`src/rtl/filter_pkg.sv`:
```
// Shared constants and types for the kernel window datapath feeding the order-statistics sorter.
package filter_pkg;

    localparam int unsigned WORD     = 8;
    localparam int unsigned MAX_N    = 3;
    localparam int unsigned WIN_BITS = MAX_N * MAX_N * WORD;

    typedef enum logic [1:0] {
        StIdle,
        StFill,
        StStream
    } state_e;

endpackage

```
`src/rtl/column_collector.sv`:
```
// Collects n pixels of one kernel column; col_done_o pulses in the cycle the last pixel arrives,
// with col_o already holding that pixel so the window can absorb it on the same edge.
module column_collector
    import filter_pkg::*;
#(
    parameter int unsigned Word = WORD,
    parameter int unsigned MaxN = MAX_N
) (
    input  logic                 clk_i,
    input  logic                 rst_ni,
    input  logic [7:0]           n_i,
    input  logic [Word-1:0]      pixel_i,
    input  logic                 kernel_clk_i,
    input  logic                 newline_i,
    output logic [MaxN*Word-1:0] col_o,
    output logic                 col_done_o
);

    logic [7:0]      row_cnt_q, row_cnt_d, row_idx;
    logic [Word-1:0] col_q [MaxN];
    logic [Word-1:0] col_d [MaxN];

    always_comb begin
        // A newline coinciding with a strobe makes this pixel row 0 of a fresh column.
        row_idx    = newline_i ? 8'd0 : row_cnt_q;
        col_done_o = kernel_clk_i && (row_idx == n_i - 8'd1);
        row_cnt_d  = row_idx;
        if (kernel_clk_i) begin
            row_cnt_d = col_done_o ? 8'd0 : row_idx + 8'd1;
        end
        for (int unsigned r = 0; r < MaxN; r++) begin
            col_d[r] = newline_i ? '0 : col_q[r];
            if (kernel_clk_i && (row_idx == 8'(r))) begin
                col_d[r] = pixel_i;
            end
            col_o[r*Word +: Word] = (8'(r) < n_i) ? col_d[r] : '0;
        end
    end

    always_ff @(posedge clk_i or negedge rst_ni) begin
        if (!rst_ni) begin
            row_cnt_q <= 8'd0;
            for (int unsigned r = 0; r < MaxN; r++) begin
                col_q[r] <= '0;
            end
        end else begin
            row_cnt_q <= row_cnt_d;
            for (int unsigned r = 0; r < MaxN; r++) begin
                col_q[r] <= col_d[r];
            end
        end
    end

endmodule

```
`src/rtl/kernel_window_buffer.sv`:
```
// Builds the n x n pixel window for the sorter and hands it over with valid/ready.
// Optional sticky overflow output when WINDOW_OVERFLOW_EN is defined.
module kernel_window_buffer
    import filter_pkg::*;
#(
    parameter int unsigned Word = WORD,
    parameter int unsigned MaxN = MAX_N
) (
    input  logic                      clk_i,
    input  logic                      rst_ni,
    input  logic [7:0]                n_i,
    input  logic [Word-1:0]           pixel_i,
    input  logic                      kernel_clk_i,
    input  logic                      kernel_newline_i,
    input  logic                      kernel_running_i,
    output logic [MaxN*MaxN*Word-1:0] window_o,
    output logic                      window_valid_o,
    output logic                      busy_o,
`ifdef WINDOW_OVERFLOW_EN
    output logic                      overflow_o,
`endif
    input  logic                      window_ready_i
);

    state_e state_q, state_d;
    logic [7:0] n_q, n_d, n_san, n_eff;
    logic [7:0] col_cnt_q, col_cnt_d, cnt_base;
    logic [31:0] n_int;
    logic [Word-1:0] win_q    [MaxN][MaxN];
    logic [Word-1:0] win_d    [MaxN][MaxN];
    logic [Word-1:0] win_base [MaxN][MaxN];
    logic [MaxN*MaxN*Word-1:0] window_q, window_d;
    logic valid_q, valid_d;
    logic ovf_q, ovf_d;
    logic [MaxN*Word-1:0] col;
    logic col_done, new_win, accept, drop;

    // Out-of-range kernel sides fall back to the full window.
    assign n_san = ((n_i == 8'd0) || (n_i > 8'(MaxN))) ? 8'(MaxN) : n_i;
    assign n_eff = kernel_newline_i ? n_san : n_q;
    assign n_int = {24'd0, n_eff};

    column_collector #(
        .Word (Word),
        .MaxN (MaxN)
    ) u_column_collector (
        .clk_i        (clk_i),
        .rst_ni       (rst_ni),
        .n_i          (n_eff),
        .pixel_i      (pixel_i),
        .kernel_clk_i (kernel_clk_i),
        .newline_i    (kernel_newline_i),
        .col_o        (col),
        .col_done_o   (col_done)
    );

    always_comb begin
        n_d       = n_eff;
        cnt_base  = kernel_newline_i ? 8'd0 : col_cnt_q;
        col_cnt_d = cnt_base;
        for (int unsigned r = 0; r < MaxN; r++) begin
            for (int unsigned c = 0; c < MaxN; c++) begin
                win_base[r][c] = kernel_newline_i ? '0 : win_q[r][c];
                win_d[r][c]    = win_base[r][c];
            end
        end
        if (col_done) begin
            col_cnt_d = (cnt_base >= n_eff) ? n_eff : cnt_base + 8'd1;
            for (int unsigned r = 0; r < MaxN; r++) begin
                for (int unsigned c = 0; c < MaxN; c++) begin
                    if ((r < n_int) && (c < n_int)) begin
                        win_d[r][c] = (c == n_int - 1) ? col[r*Word +: Word]
                                                       : win_base[r][(c + 1) % MaxN];
                    end else begin
                        win_d[r][c] = '0;
                    end
                end
            end
        end

        new_win  = col_done && (col_cnt_d >= n_eff);
        accept   = valid_q && window_ready_i;
        valid_d  = valid_q;
        window_d = window_q;
        drop     = 1'b0;
        if (accept) begin
            valid_d = 1'b0;
        end
        // The presented window is a separate copy, so a pending one survives newline and drops.
        if (new_win) begin
            if (!valid_q || accept) begin
                valid_d = 1'b1;
                for (int unsigned r = 0; r < MaxN; r++) begin
                    for (int unsigned c = 0; c < MaxN; c++) begin
                        window_d[(r*MaxN+c)*Word +: Word] = win_d[r][c];
                    end
                end
            end else begin
                drop = 1'b1;
            end
        end

        ovf_d = kernel_newline_i ? 1'b0 : ovf_q;
        if (drop) begin
            ovf_d = 1'b1;
        end
    end

    always_comb begin
        state_d = state_q;
        unique case (state_q)
            StIdle: begin
                if (kernel_newline_i) begin
                    state_d = (col_cnt_d >= n_eff) ? StStream : StFill;
                end
            end
            StFill: begin
                if (col_cnt_d >= n_eff) begin
                    state_d = StStream;
                end
            end
            StStream: begin
                if (kernel_newline_i) begin
                    state_d = (col_cnt_d >= n_eff) ? StStream : StFill;
                end
            end
            default: state_d = StIdle;
        endcase
        if (!kernel_running_i && !valid_d && !kernel_newline_i) begin
            state_d = StIdle;
        end
    end

    always_ff @(posedge clk_i or negedge rst_ni) begin
        if (!rst_ni) begin
            state_q   <= StIdle;
            n_q       <= 8'(MaxN);
            col_cnt_q <= 8'd0;
            window_q  <= '0;
            valid_q   <= 1'b0;
            ovf_q     <= 1'b0;
            for (int unsigned r = 0; r < MaxN; r++) begin
                for (int unsigned c = 0; c < MaxN; c++) begin
                    win_q[r][c] <= '0;
                end
            end
        end else begin
            state_q   <= state_d;
            n_q       <= n_d;
            col_cnt_q <= col_cnt_d;
            window_q  <= window_d;
            valid_q   <= valid_d;
            ovf_q     <= ovf_d;
            for (int unsigned r = 0; r < MaxN; r++) begin
                for (int unsigned c = 0; c < MaxN; c++) begin
                    win_q[r][c] <= win_d[r][c];
                end
            end
        end
    end

    assign window_o       = window_q;
    assign window_valid_o = valid_q;
    assign busy_o         = (state_q != StIdle);
`ifdef WINDOW_OVERFLOW_EN
    assign overflow_o     = ovf_q;
`endif

endmodule

```
`config.mk`:
```
export PLATFORM = sky130hd
export DESIGN_NAME = kernel_window_buffer
export DESIGN_NICKNAME = d
export VERILOG_FILES = /design/src/rtl/filter_pkg.sv /design/src/rtl/column_collector.sv /design/src/rtl/kernel_window_buffer.sv
export SDC_FILE = /design/constraint.sdc
export NUM_CORES = 1
export LEC_CHECK = 0
export BUFFER_PORTS_ARGS = -buffer_cell sky130_fd_sc_hd__buf_2
export CAP_MARGIN = 20
export CORE_MARGIN = 3
export CORE_UTILIZATION = 35
export CTS_BUF_LIST = sky130_fd_sc_hd__clkbuf_2 sky130_fd_sc_hd__clkbuf_4 sky130_fd_sc_hd__clkbuf_8
export DETAILED_ROUTE_END_ITERATION = 12
export GPL_TIMING_DRIVEN = 0
export PLACE_DENSITY_LB_ADDON = 0.25
export SLEW_MARGIN = 20
export SYNTH_ARGS = -nofsm -noshare
export SYNTH_HDL_FRONTEND = slang
export SYNTH_HIERARCHICAL = 1
export SYNTH_SLANG_ARGS = --single-unit
export TNS_END_PERCENT = 100
```
`constraint.sdc`:
```
create_clock -name clk_i -period 4.8 [get_ports clk_i]
set_input_delay 0.24 -clock clk_i [delete_from_list [all_inputs] [get_ports clk_i]]
set_output_delay 0.24 -clock clk_i [all_outputs]
set_load 0.02 [all_outputs]
```
==> flow_summary.ini <==
[synthesis]
yosys_warnings = 6
synth_async_sr_flop_share_pct = 100
avgSynthCellArea_um2 = 10.9
synth-seq-cells = 195
netlist.area_leader.share_pct = 49.5
synth_edf_count = 0
yosys.area.top_type = dfrtp_1
netlist_top_cells_area = dfrtp_1 50%, mux2_2 7.0%, mux2i_1 4.0%
syn_area_um2 = 9750
synthFlopType = dfrtp_1
synth_cell_types = 71
synth.most_common_cell = dfrtp_1
synth_fp_nets = 940
syn_inst = 895
yosys-top-cells-count = 193 x dfrtp_1, 81 x nand2_1, 62 x nor2b_1
yosysSeqAreaShare_pct = 50.1

[setup_path]
r2r_start = n_q[0]
crit_fanout = 10
r2r_end = window_o[54]
end_kind = flip-flop
crit_type = reg2reg
critPathLaunch = n_q[0]
critical_path_arrival_ps = 5010
worstRegToRegCells = 19
reg2reg_slack_ps = 140
startpoint_type = flip-flop
cp.required_ps = 5150

[power_and_ir_drop]
ir_drop_mv = 0.157
switching_power_mw = 0.827
swShare_pct = 26.8
internal_power_mw = 2.26
leakage_nw = 5.37
combPwrFrac_pct = 9.2
clock_power_share_pct = 36.3
seqPwrFrac_pct = 54.5
power.density_nw_per_um2 = 269

[timing]
setup_slack_ps = 144
setup_violations = 0
drv_slew = 0
worst_slew_pin_slew_ps = 844
timing_hold_violations_final = 0
fmax_mhz = 215
skew_ps = 16.2
slew-limit-headroom_pct = 43.5
fin_crit_ps = 4660
period_share_pct = 97.0

[global_route]
grt-ovfl-total = 0
grt_pass1_wl_mm = 44.0
grt_max_degree = 92
grt_pass1_vias = 7373
grt_usage_pct = 18.6
antenna_found_initial = 0

[layout]
drive_gt1_share_pct = 25.9
regArea_um2 = 4880
insertedDiodeCount = 0
num-nets-final = 1069
utilization_pct = 42.1
multiInputGateArea_um2 = 4630
area_growth_syn_to_layout_pct = 17.4
fill_cells = 2719

[placed_design]
io_buffers = 94
place_worst_setup_slack_ps = -1910
globalplace.congestion = 0.850
dp_hpwl_mm = 20.1

[floorplanning]
ioPinCount = 96
fp.dieW_um = 173
rows = 60
start_util_pct = 35.9
die_y_um = 173
die_area_um2 = 29900
coreArea_um2 = 27200

[route]
drtIter0Drc = 606
met3_length_mm = 1.13
drc = 0
detailroute.via_count = 7428
routed_wl_mm = 28.0
wl_met1_mm = 13.2
drtPass1Iterations = 5
ant_nets = 0
routed.top_layer = met4
via_per_inst = 5.27
wl_met2_mm = 13.1
wl_per_cell_um = 19.8

[cts]
clockRootBuffer = clkbuf_8
insertion_delay_ps = 470
cts_sinks = 195
cts_made_buffers = 17
cts_buffer_depth = 2
clk_pin_slew_ps = 100
h-tree-depth = 4
cts_tree = done

[worst_hold_path]
hp-start = pixel_i[6]
hold_class = in2reg
whs_path_depth = 2
min_to = u_column_collector/col_q[22]

[flow_run]
drv_cap = 0

[status]
status = complete, no violations
==> worst max-delay path by stage <==
stage,end,cells past startpoint
global route,window_o[24],19
detailed placement,window_o[22],23
floorplan,window_o[48],23
CTS,window_o[37],22
finish,window_o[54],19
global placement,window_o[18],23
==> final cells by class <==
type,instances,area share [%]
flip-flops and latches,195,42.6
multi-input cells,624,40.5
repair buffers,116,6.01
well taps,372,4.07
plain buffers,53,2.67
clock buffers,19,2.23
clock inverters,13,1.30
inverters,17,0.601
==> state kept, by name, summed over array words and instances, names as in the netlist <==
signal / cells
col_cnt_q: 8
window_valid_o: 1
u_column_collector/row_cnt_q: 8
window_o: 72
state_q: 2
win_q: 72
n_q: 8
u_column_collector/col_q: 24
==> power by group through the flow <==
| stage | Clock [mW] | Sequential, mW | Combinational (mW) |
|---|---|---|---|
| 2_1_floorplan | 0 | 1.71 | 0.156 |
| 3_3_place_gp | 0 | 1.71 | 0.270 |
| 3_5_place_dp | 0 | 1.71 | 0.278 |
| 4_1_cts | 1.15 | 1.68 | 0.285 |
| 5_1_grt | 1.22 | 1.68 | 0.311 |
| 6_report | 1.12 | 1.68 | 0.285 |
==> logic make-up after synthesis <==
family	Yosys count	share of synthesized area (%)
XOR/XNOR	18	1.62
buffers and inverters	76	3.41
multiplexers	105	11.7
AO/OA/AOI/OAI	218	16.4
adder cells (fa/ha/maj)	23	2.95
flip-flops	195	50.1
AND/OR/NAND/NOR	260	13.8
==> through the flow <==
stage	instance area (um^2)	TNS, ps	instances	total power [mW]	hold slack, ps
detailed placement	10800	-132870	1363	1.99	179
global route	11400	-222	1409	3.21	64.1
CTS	11400	0	1407	3.11	60.5
floorplan	9790	0	895	1.86	-55.6
global placement	10700	-135430	1361	1.98	454
finish	11400	0	1409	3.08	88.0
==> cell usage in the layout (no fill, tap or decap), types with 3 or more instances in the layout <==
cell,instances
a21oi_1,19
buf_1,4
mux2_2,61
a32o_1,8
nand3_1,20
o21ai_1,3
buf_2,96
inv_1,15
buf_6,5
mux2i_1,39
xor2_1,5
mux2_1,3
clkbuf_1,24
nor2_1,39
o31a_1,16
a22o_1,8
dfrtp_1,193
o2bb2ai_1,40
inv_6,3
a22oi_1,32
nand2_2,4
nand2_1,79
ha_1,22
clkbuf_8,19
nor3_1,9
xnor2_1,13
and2b_1,5
buf_4,29
nand2b_1,10
clkinv_2,3
clkbuf_4,5
a21boi_0,9
a31oi_1,6
clkinv_4,3
nand4_1,3
a21o_1,5
nor2b_1,61
o21ai_0,51
==> what timing repair did <==
action | CTS | global route
endpoints found under the hold margin | 44 | 0
buffers inserted | 14 | 5
endpoints found under the setup margin | 75 | 72
gates resized for setup | 19 | 24
hold buffers | 1 | 0
pin swaps | 4 | 5
==> critical path, stage by stage (launching register included) <==
cell and delay, ps:
dfstp_2 550, nor2_2 60, nor2_4 160, inv_1 70
ha_2 330, nor4b_2 210, a31oi_1 110, a2111oi_4 370
buf_6 190, clkinv_4 110, clkbuf_8 190, clkbuf_4 200
o22a_1 210, ha_1 300, a21o_1 200, a2111oi_4 370
o21ai_2 180, nand2_4 140, buf_4 220, mux2_2 350
==> per-layer routing <==
layer  track usage, %  up-vias
met2             29.6      183
li1                 -     3483
met4             4.26        0
met1             26.8     3741
met5                0        -
met3             2.92       21
Note: power is estimated with default switching activity, not from simulation.
